<file path="src/rtl/vlane_masked.sv">
// vlane_masked: one vector lane with runtime vector length, per-element mask
// and a ready/valid start handshake. It walks the lane's owned elements
// (my_id + lanes*k) one per cycle. Writes go through a two-stage EX/WB
// pipeline, read-out is streamed combinationally, and sum-reduction is
// accumulated in place.
module vlane_masked #(
   parameter int els_p      = 32,
   parameter int vlen_p     = 8,
   parameter int vdw_p      = 32,
   parameter int lanes_p    = 4,
   parameter int op_width_p = 4,
   localparam int N   = vlen_p / lanes_p,
   localparam int ew  = (vlen_p > 1) ? $clog2(vlen_p) : 1,
   localparam int vlw = $clog2(vlen_p + 1),
   localparam int idw = (lanes_p > 1) ? $clog2(lanes_p) : 1
) (
   input  logic                  clk_i,
   input  logic                  reset_i,
   input  logic [idw-1:0]        my_id_i,
   input  logic                  v_i,
   output logic                  ready_o,
   input  logic [op_width_p-1:0] op_i,
   input  logic [vlw-1:0]        vl_i,
   input  logic [vlen_p-1:0]     mask_i,
   input  logic [vdw_p-1:0]      scalar_i,
   input  logic [vdw_p-1:0]      w_data_i,
   output logic [ew-1:0]         r_addr_o,
   input  logic [vdw_p-1:0]      r0_data_i,
   input  logic [vdw_p-1:0]      r1_data_i,
   output logic [ew-1:0]         w_addr_o,
   output logic [vdw_p-1:0]      w_data_o,
   output logic                  w_en_o,
   output logic [vdw_p-1:0]      r_data_o,
   output logic                  v_o,
   output logic [vdw_p-1:0]      red_o,
   output logic                  done_o
);

   localparam int kw = (N > 1) ? $clog2(N) : 1;

   localparam logic [op_width_p-1:0] OP_WRITE = op_width_p'(8);
   localparam logic [op_width_p-1:0] OP_READ  = op_width_p'(9);
   localparam logic [op_width_p-1:0] OP_RED   = op_width_p'(10);

   // Reject parameter sets the element walk cannot cover exactly.
   if ((vlen_p % lanes_p) != 0 || N < 1 || op_width_p < 4 || els_p < 1) begin : g_param_check
      $error("vlane_masked: illegal parameter combination");
   end

   typedef enum logic [1:0] {S_IDLE, S_LOOP, S_DRAIN, S_DONE} state_t;

   state_t                state_q, state_d;
   logic [kw-1:0]         k_q;
   logic                  drain_q;
   logic [op_width_p-1:0] op_q;
   logic [vlw-1:0]        vl_q;
   logic [vlen_p-1:0]     mask_q;
   logic [vdw_p-1:0]      scalar_q;
   logic [vdw_p-1:0]      w_data_q;
   logic [vdw_p-1:0]      acc_q;
   logic [vdw_p-1:0]      red_q;

   logic                  ex_v_q, wb_v_q;
   logic [ew-1:0]         ex_addr_q, wb_addr_q;
   logic [vdw_p-1:0]      ex_data_q, wb_data_q;

   logic                  in_loop, in_drain, accept;
   logic [ew-1:0]         e_idx;
   logic [vlw-1:0]        vl_eff;
   logic                  elem_active;
   logic [vdw_p-1:0]      b_opnd, alu_res, wr_data;
   logic                  wr_req, is_read, is_red;

   // State register.
   always_ff @(posedge clk_i) begin
      if (reset_i) state_q <= S_IDLE;
      else         state_q <= state_d;
   end

   // Next-state logic: IDLE -> LOOP (N cycles) -> DRAIN (2 cycles) -> DONE -> IDLE.
   always_comb begin
      state_d = state_q;
      case (state_q)
         S_IDLE:  if (v_i)                     state_d = S_LOOP;
         S_LOOP:  if (k_q == kw'(N - 1))       state_d = S_DRAIN;
         S_DRAIN: if (drain_q)                 state_d = S_DONE;
         S_DONE:                               state_d = S_IDLE;
         default:                              state_d = S_IDLE;
      endcase
   end

   // State-decoded outputs and qualifiers.
   always_comb begin
      ready_o  = (state_q == S_IDLE);
      done_o   = (state_q == S_DONE);
      in_loop  = (state_q == S_LOOP);
      in_drain = (state_q == S_DRAIN);
   end

   assign accept = v_i & ready_o;

   // Command latch, element counter, drain counter and reduction accumulator.
   always_ff @(posedge clk_i) begin
      if (reset_i) begin
         k_q      <= '0;
         drain_q  <= 1'b0;
         op_q     <= '0;
         vl_q     <= '0;
         mask_q   <= '0;
         scalar_q <= '0;
         w_data_q <= '0;
         acc_q    <= '0;
      end else begin
         if (accept) begin
            op_q     <= op_i;
            vl_q     <= vl_i;
            mask_q   <= mask_i;
            scalar_q <= scalar_i;
            w_data_q <= w_data_i;
            k_q      <= '0;
            drain_q  <= 1'b0;
            acc_q    <= '0;
         end
         if (in_loop) begin
            k_q <= k_q + kw'(1);
            if (elem_active && is_red) acc_q <= acc_q + r0_data_i;
         end
         if (in_drain) drain_q <= ~drain_q;
      end
   end

   // Element address and activity: vl above vlen clamps to vlen.
   always_comb begin
      e_idx       = ew'(my_id_i) + ew'(lanes_p) * ew'(k_q);
      vl_eff      = (vl_q > vlw'(vlen_p)) ? vlw'(vlen_p) : vl_q;
      elem_active = (vlw'(e_idx) < vl_eff) && mask_q[e_idx];
   end

   // Opcode decode and element-wise ALU.
   always_comb begin
      is_read = (op_q == OP_READ);
      is_red  = (op_q == OP_RED);
      wr_req  = !op_q[3] || (op_q == OP_WRITE);
      b_opnd  = op_q[2] ? scalar_q : r1_data_i;
      case (op_q[1:0])
         2'b00:   alu_res = r0_data_i + b_opnd;
         2'b01:   alu_res = r0_data_i - b_opnd;
         2'b10:   alu_res = r0_data_i & b_opnd;
         default: alu_res = r0_data_i | b_opnd;
      endcase
      wr_data = op_q[3] ? w_data_q : alu_res;
   end

   // Pipeline valids and the reduction result; reset discards in-flight writes.
   always_ff @(posedge clk_i) begin
      if (reset_i) begin
         ex_v_q <= 1'b0;
         wb_v_q <= 1'b0;
         red_q  <= '0;
      end else begin
         ex_v_q <= in_loop && elem_active && wr_req;
         wb_v_q <= ex_v_q;
         if (in_drain && drain_q && is_red) red_q <= acc_q;
      end
   end

   // Pipeline payload; only meaningful when the matching valid is set.
   always_ff @(posedge clk_i) begin
      ex_addr_q <= e_idx;
      ex_data_q <= wr_data;
      wb_addr_q <= ex_addr_q;
      wb_data_q <= ex_data_q;
   end

   assign r_addr_o = e_idx;
   assign w_en_o   = wb_v_q;
   assign w_addr_o = wb_addr_q;
   assign w_data_o = wb_data_q;
   assign r_data_o = r0_data_i;
   assign v_o      = in_loop && elem_active && is_read;
   assign red_o    = red_q;

endmodule
</file>
<file path="config.mk">
export PLATFORM = sky130hd
export DESIGN_NAME = vlane_masked
export DESIGN_NICKNAME = d
export VERILOG_FILES = /design/src/rtl/vlane_masked.sv
export SDC_FILE = /design/constraint.sdc
export NUM_CORES = 1
export LEC_CHECK = 0
export CORE_MARGIN = 1.5
export CORE_UTILIZATION = 27
export DETAILED_ROUTE_END_ITERATION = 10
export MAX_ROUTING_LAYER = met4
export SYNTH_ARGS = -nofsm -noshare
export SYNTH_HDL_FRONTEND = slang
export SYNTH_SLANG_ARGS = --single-unit
</file>
<file path="constraint.sdc">
create_clock -name clk_i -period 5.9 [get_ports clk_i]
set_clock_uncertainty 0.1 [all_clocks]
set_input_delay 1.18 -clock clk_i [delete_from_list [all_inputs] [get_ports clk_i]]
set_output_delay 1.18 -clock clk_i [all_outputs]
set_load 0.1 [all_outputs]
</file>
==> results.yml <==
status:
  outcome: "complete, no violations"
sta:
  fmax_ghz: 0.1842
  hold_viol_final: 0
  fin_crit_sh_pct: 92.03
  slew_headroom_pct: 29.23
  drv_slew: 0
  setup_slack_ns: 0.4703
  worstMarginPinSlew_ns: 1.058
  rsz0062_at_grt: "false"
  final.min_clock_period_ns: 5.430
  holdWs_ns: 0.2253
  setup_viol: 0
routing:
  detail_route.iter0.violations: 631
  routedWlPerCell_um: 18.47
  num_vias: 11770
  vias_per_cell: 4.931
  drt-total-wl_um: 44100
  drtPass1Iterations: 4
  detail-route-antenna-nets: 0
  drc_errors: 0
clocking:
  clk_latency_ns: 0.56
  tritoncts: "built"
  hold_buffers: 0
  root_buffer: "clkbuf_16"
  postCtsSetupRepairBufs: 0
  cts_htree_levels: 1
  numCtsBuffers: 28
  clockBufferDepth: 3
  cts_num_sinks: 220
  cts.reportedPaths.clkPinSlew_ns: 0.06
min_path:
  hold_path.class: "reg -> reg"
synth:
  syn_area_per_cell_um2: 7.979
  synth.area.top_cells: "dfxtp_1, nand2_1, a21oi_1"
  synth_top_area_share_pct: 35.36
  synth_cell_types: 82
  ys_warn_count: 0
  synth_seq_cells: 220
  synthFlopType: "dfxtp_1"
  seq_area_frac_synth_pct: 35.36
  yosys.area.top_type: "dfxtp_1"
  syn-cell-area_mm2: 0.01246
  syn_inst: 1561
  synth_edf_count: 0
  syn_nets: 1783
  async_reset_ff_share_pct: 0
setup_path:
  critical_path_class: "in -> reg"
  path_max_fanout: 6
  required_ns: 6.24
  cp-start-kind: "input port"
  worstSetupEndpointType: "register"
  critPathArrivalTime_ns: 5.77
grt:
  grt-ovfl-total: 0
  grt_pass1_wl_um: 66910
  groute.usage.overall_pct: 18.66
  antenna_found_initial: 0
  grt_pass1_vias: 11670
  grt_max_degree: 75
floorplan:
  dieArea_mm2: 0.04743
  rows: 78
  start_util_pct: 27.39
  die_h_um: 217.8
  ioPinCount: 255
  core_mm2: 0.04548
  fp.dieW_um: 217.8
flow_run:
  maxCapViolations: 0
cells_and_area:
  drive_gt1_share_pct: 7.783
  fillers: 4801
  layout.nets: 1986
  area_delta_synth_final_pct: 31.83
  final_cell_mix: "nand2_1, clkdlybuf4s50_1, a21oi_1"
  final_common_cell: "nand2_1"
pwr:
  power-per-cell-area_mw_per_mm2: 429.0
  p_leak_uw: 0.006266
  ir_drop_v: 0.0004991
place:
  dpl.hpwl_um: 33130
  dp_slack_ns: -0.07993
  port_buffers: 254
  gp_congestion: 0.8728
[area by class of cell]
class | instances | area [µm²] | share of cell area [%]
clock buffers | 41 | 840.8 | 5.120
well taps | 600 | 750.7 | 4.572
multi-input cells | 1193 | 7370 | 44.88
flip-flops and latches | 220 | 4407 | 26.84
diodes | 1 | 2.502 | 0.01524
inverters | 30 | 112.6 | 0.6858
repair buffers | 291 | 2828 | 17.22
clock inverters | 11 | 110.1 | 0.6705
[synth_stat cells (all sizes together), types with 7 or more instances]
master / n
nand2: 312
a21oi: 220
dfxtp: 220
clkbuf: 72
ha: 71
nor2: 70
o21ai: 68
buf: 46
xnor2: 43
nand3: 41
nor3: 35
inv: 29
mux2i: 29
xor2: 25
mux2: 22
o21a: 22
nand2b: 21
a21o: 20
nor2b: 16
a211oi: 13
o211ai: 13
o21bai: 11
o31ai: 11
and3: 9
a31oi: 8
maj3: 8
o22ai: 8
or3: 8
a311oi: 7
or2: 7
[final timing paths]
kind | startpoint | to | slack (ns) | cells past startpoint
max | r1_data_i[1] | ex_data_q[29] | 0.47 | 20
min | ex_data_q[3] | w_data_o[3] | 0.23 | 0
max reg2reg | op_q[2] | ex_data_q[29] | 0.89 | 19
min reg2reg | ex_data_q[3] | w_data_o[3] | 0.23 | 0
[logic make-up (layout without fill, tap and decap cells)]
| logic type | Yosys count | count (layout) | synth area share [%] |
|---|---|---|---|
| buf+inv | 148 | 373 | 5.645 |
| mux | 53 | 53 | 4.711 |
| other cells | 0 | 1 | 0 |
| simple gates | 555 | 555 | 20.30 |
| fa+ha+maj | 81 | 81 | 8.096 |
| flops | 220 | 220 | 35.36 |
| xor+xnor | 69 | 69 | 4.962 |
| compound gates | 435 | 435 | 20.92 |
[routing by layer]
metal	GRT usage, %	vias to the layer above	share of wire (%)
met4	4.621	0	2.5
met1	23.15	5592	45
met5	-	-	0
met3	2.608	50	4.1
li1	-	5862	-
met2	31.79	266	48
[metrics by stage]
step / setup TNS [ns] / util [%] / instances / instance area, µm² / power [µW]
6_report: 0 / 36.11 / 2387 / 16420 / 7045
5_1_grt: 0 / 36.10 / 2386 / 16420 / 7421
4_1_cts: 0 / 36.09 / 2386 / 16410 / 7108
3_5_place_dp: -0.1931 / 34.00 / 2334 / 15460 / 5326
3_3_place_gp: -0.01816 / 34.00 / 2334 / 15460 / 5319
2_1_floorplan: 0 / - / 1561 / 12460 / 4382
[power breakdown]
group / switching (µW) / total [µW] / internal (µW)
registers: 181 / 2020 / 1840
logic: 2230 / 3290 / 1050
clock network: 702 / 1740 / 1040
[flip-flops by register name, summed over array words and instances, names as in the netlist, 2 cells and up]
name       flops
acc_q         32
ex_data_q     32
red_o         32
scalar_q      32
w_data_o      32
w_data_q      32
mask_q         8
op_q           4
vl_q           4
ex_addr_q      3
w_addr_o       3
state_q        2
[worst max-delay path: stages]
cell and delay [ns]:
clkdlybuf4s50_1 0.47, mux2i_1 0.22, ha_1 0.20, o21ai_0 0.12, or2_2 0.34, nor2_1 0.16
o21ai_1 0.15, or2_4 0.29, o21ai_0 0.22, xnor2_1 0.16, ha_1 0.32, a21oi_1 0.16
o21ai_0 0.15, a2111oi_2 0.40, nor4_1 0.11, a211oi_1 0.28, o21ai_1 0.18, a311oi_1 0.37
mux2i_1 0.22, a2bb2oi_1 0.08
[timing repair]
action | in CTS | in global routing
resized for setup | 0 | 2
hold endpoints to repair | 0 | 0
setup endpoints to repair | 0 | 3
No activity file was read; power rests on OpenSTA's default activity.
==> RTL change: new RTL, same flow settings <==
`lanes_p`: 4 -> 2.
--- a/src/rtl/vlane_masked.sv
+++ b/src/rtl/vlane_masked.sv
@@ -7,7 +7,7 @@
    parameter int els_p      = 32,
    parameter int vlen_p     = 8,
    parameter int vdw_p      = 32,
-   parameter int lanes_p    = 4,
+   parameter int lanes_p    = 2,
    parameter int op_width_p = 4,
    localparam int N   = vlen_p / lanes_p,
    localparam int ew  = (vlen_p > 1) ? $clog2(vlen_p) : 1,
Interface: changed (resized my_id_i); port bits go from 255 to 254. No check against the original RTL was run, so the function may have changed too.
==> RTL change against the original RTL <==
Area after synthesis is 1.4% lower. Sequential cell count is 1 higher. Critical path depth stayed put. Largest cell class unchanged. Power is 1.2% higher. Final area is 1.2% lower. Wire length is 4.4% lower. Worst setup slack better by 0.072 ns.
==> RTL change: results <==
metrics = {
    "outcome": {
        "outcome": "finished clean",
    },
    "yosys": {
        "synthDistinctLibCells": 77,
        "synthAdderAreaFrac": 0.09048,
        "synth-xor-area-share": 0.05706,
        "netlist_top_cells_area": "dfxtp_1, nand2_1, a21oi_1, ha_1, xnor2_1",
        "synth-compound-area-share": 0.2096,
        "yosysSeqAreaShare": 0.3603,
        "muxShareOfSynthArea": 0.03892,
    },
    "drt": {
        "drt-initial-drc-count": 702,
        "wl_per_cell_um": 18.05,
        "via_count": 11460,
        "first_pass_iters": 7,
    },
    "placement": {
        "gp_congestion": 0.9032,
        "numPortBuffers": 253,
        "place_inst": 2283,
        "hpwl_um": 31380,
        "place_ws_ns": 0.01859,
    },
    "setup_path": {
        "rr_endpoint": "ex_data_q[28]$_DFF_P_",
        "max_stage_delay_ns": 0.41,
        "reg2reg_setup_slack_ns": 1.09,
    },
    "power_and_ir_drop": {
        "ir_drop_v": 0.0006235,
        "p_leak_nw": 6.324,
    },
    "cells_and_area": {
        "final_cell_count_no_fill": 2337,
        "nNetsFinal": 1942,
        "fill_cells": 4618,
    },
    "sta": {
        "clock.fmax_ghz": 0.1866,
        "holdWs_ns": 0.2251,
        "slew_headroom": 0.3096,
    },
    "global_routing": {
        "grt_pass1_wl_um": 65310,
        "grt_use_total": 0.1830,
        "antenna_found_initial": 5,
        "grt_max_degree": 86,
    },
}
[RTL change: metal layers]
metal | track usage | vias up | wire [um]
met5 | - | - | 0
met4 | 0.05278 | 0 | 983
met3 | 0.02302 | 57 | 1714
met2 | 0.3149 | 266 | 20600
met1 | 0.2234 | 5456 | 18870
li1 | - | 5676 | -
[RTL change: worst min path at each step]
stage                          startpoint              endpoint  cells past startpoint
floorplan            ex_addr_q[0]$_DFF_P_   w_addr_o[0]$_DFF_P_                      0
detailed placement   ex_data_q[2]$_DFF_P_   w_data_o[2]$_DFF_P_                      0
CTS                 ex_data_q[12]$_DFF_P_  w_data_o[12]$_DFF_P_                      0
global placement     ex_addr_q[2]$_DFF_P_   w_addr_o[2]$_DFF_P_                      0
finish               ex_addr_q[1]$_DFF_P_   w_addr_o[1]$_DFF_P_                      0
global route        ex_data_q[12]$_DFF_P_  w_data_o[12]$_DFF_P_                      0
[RTL change: report_power, final]
group          total [mW]  switching [mW]  internal, mW  leakage, nW
Sequential           2.02           0.168          1.85         1.82
Clock                1.90           0.690          1.21        0.499
Combinational        3.22            2.20          1.02         4.01
Total                7.13            3.06          4.08         6.32
[RTL change: layout make-up]
type	instances	area, sq um	area share
inverters	40	150.1	0.009254
well taps	592	740.7	0.04565
flip-flops and latches	221	4425	0.2727
diodes	5	12.51	0.0007711
repair buffers	279	2723	0.1678
clock buffers	33	748.2	0.04611
multi-input cells	1151	7156	0.4410
clock inverters	16	270.3	0.01666
[RTL change: cell families (layout without fill, tap and decap cells)]
group,Yosys count,after routing
flops,221,221
other cells,0,5
simple gates,511,511
mux,43,43
fa+ha+maj,91,91
xor+xnor,80,80
buf+inv,152,368
compound gates,426,426
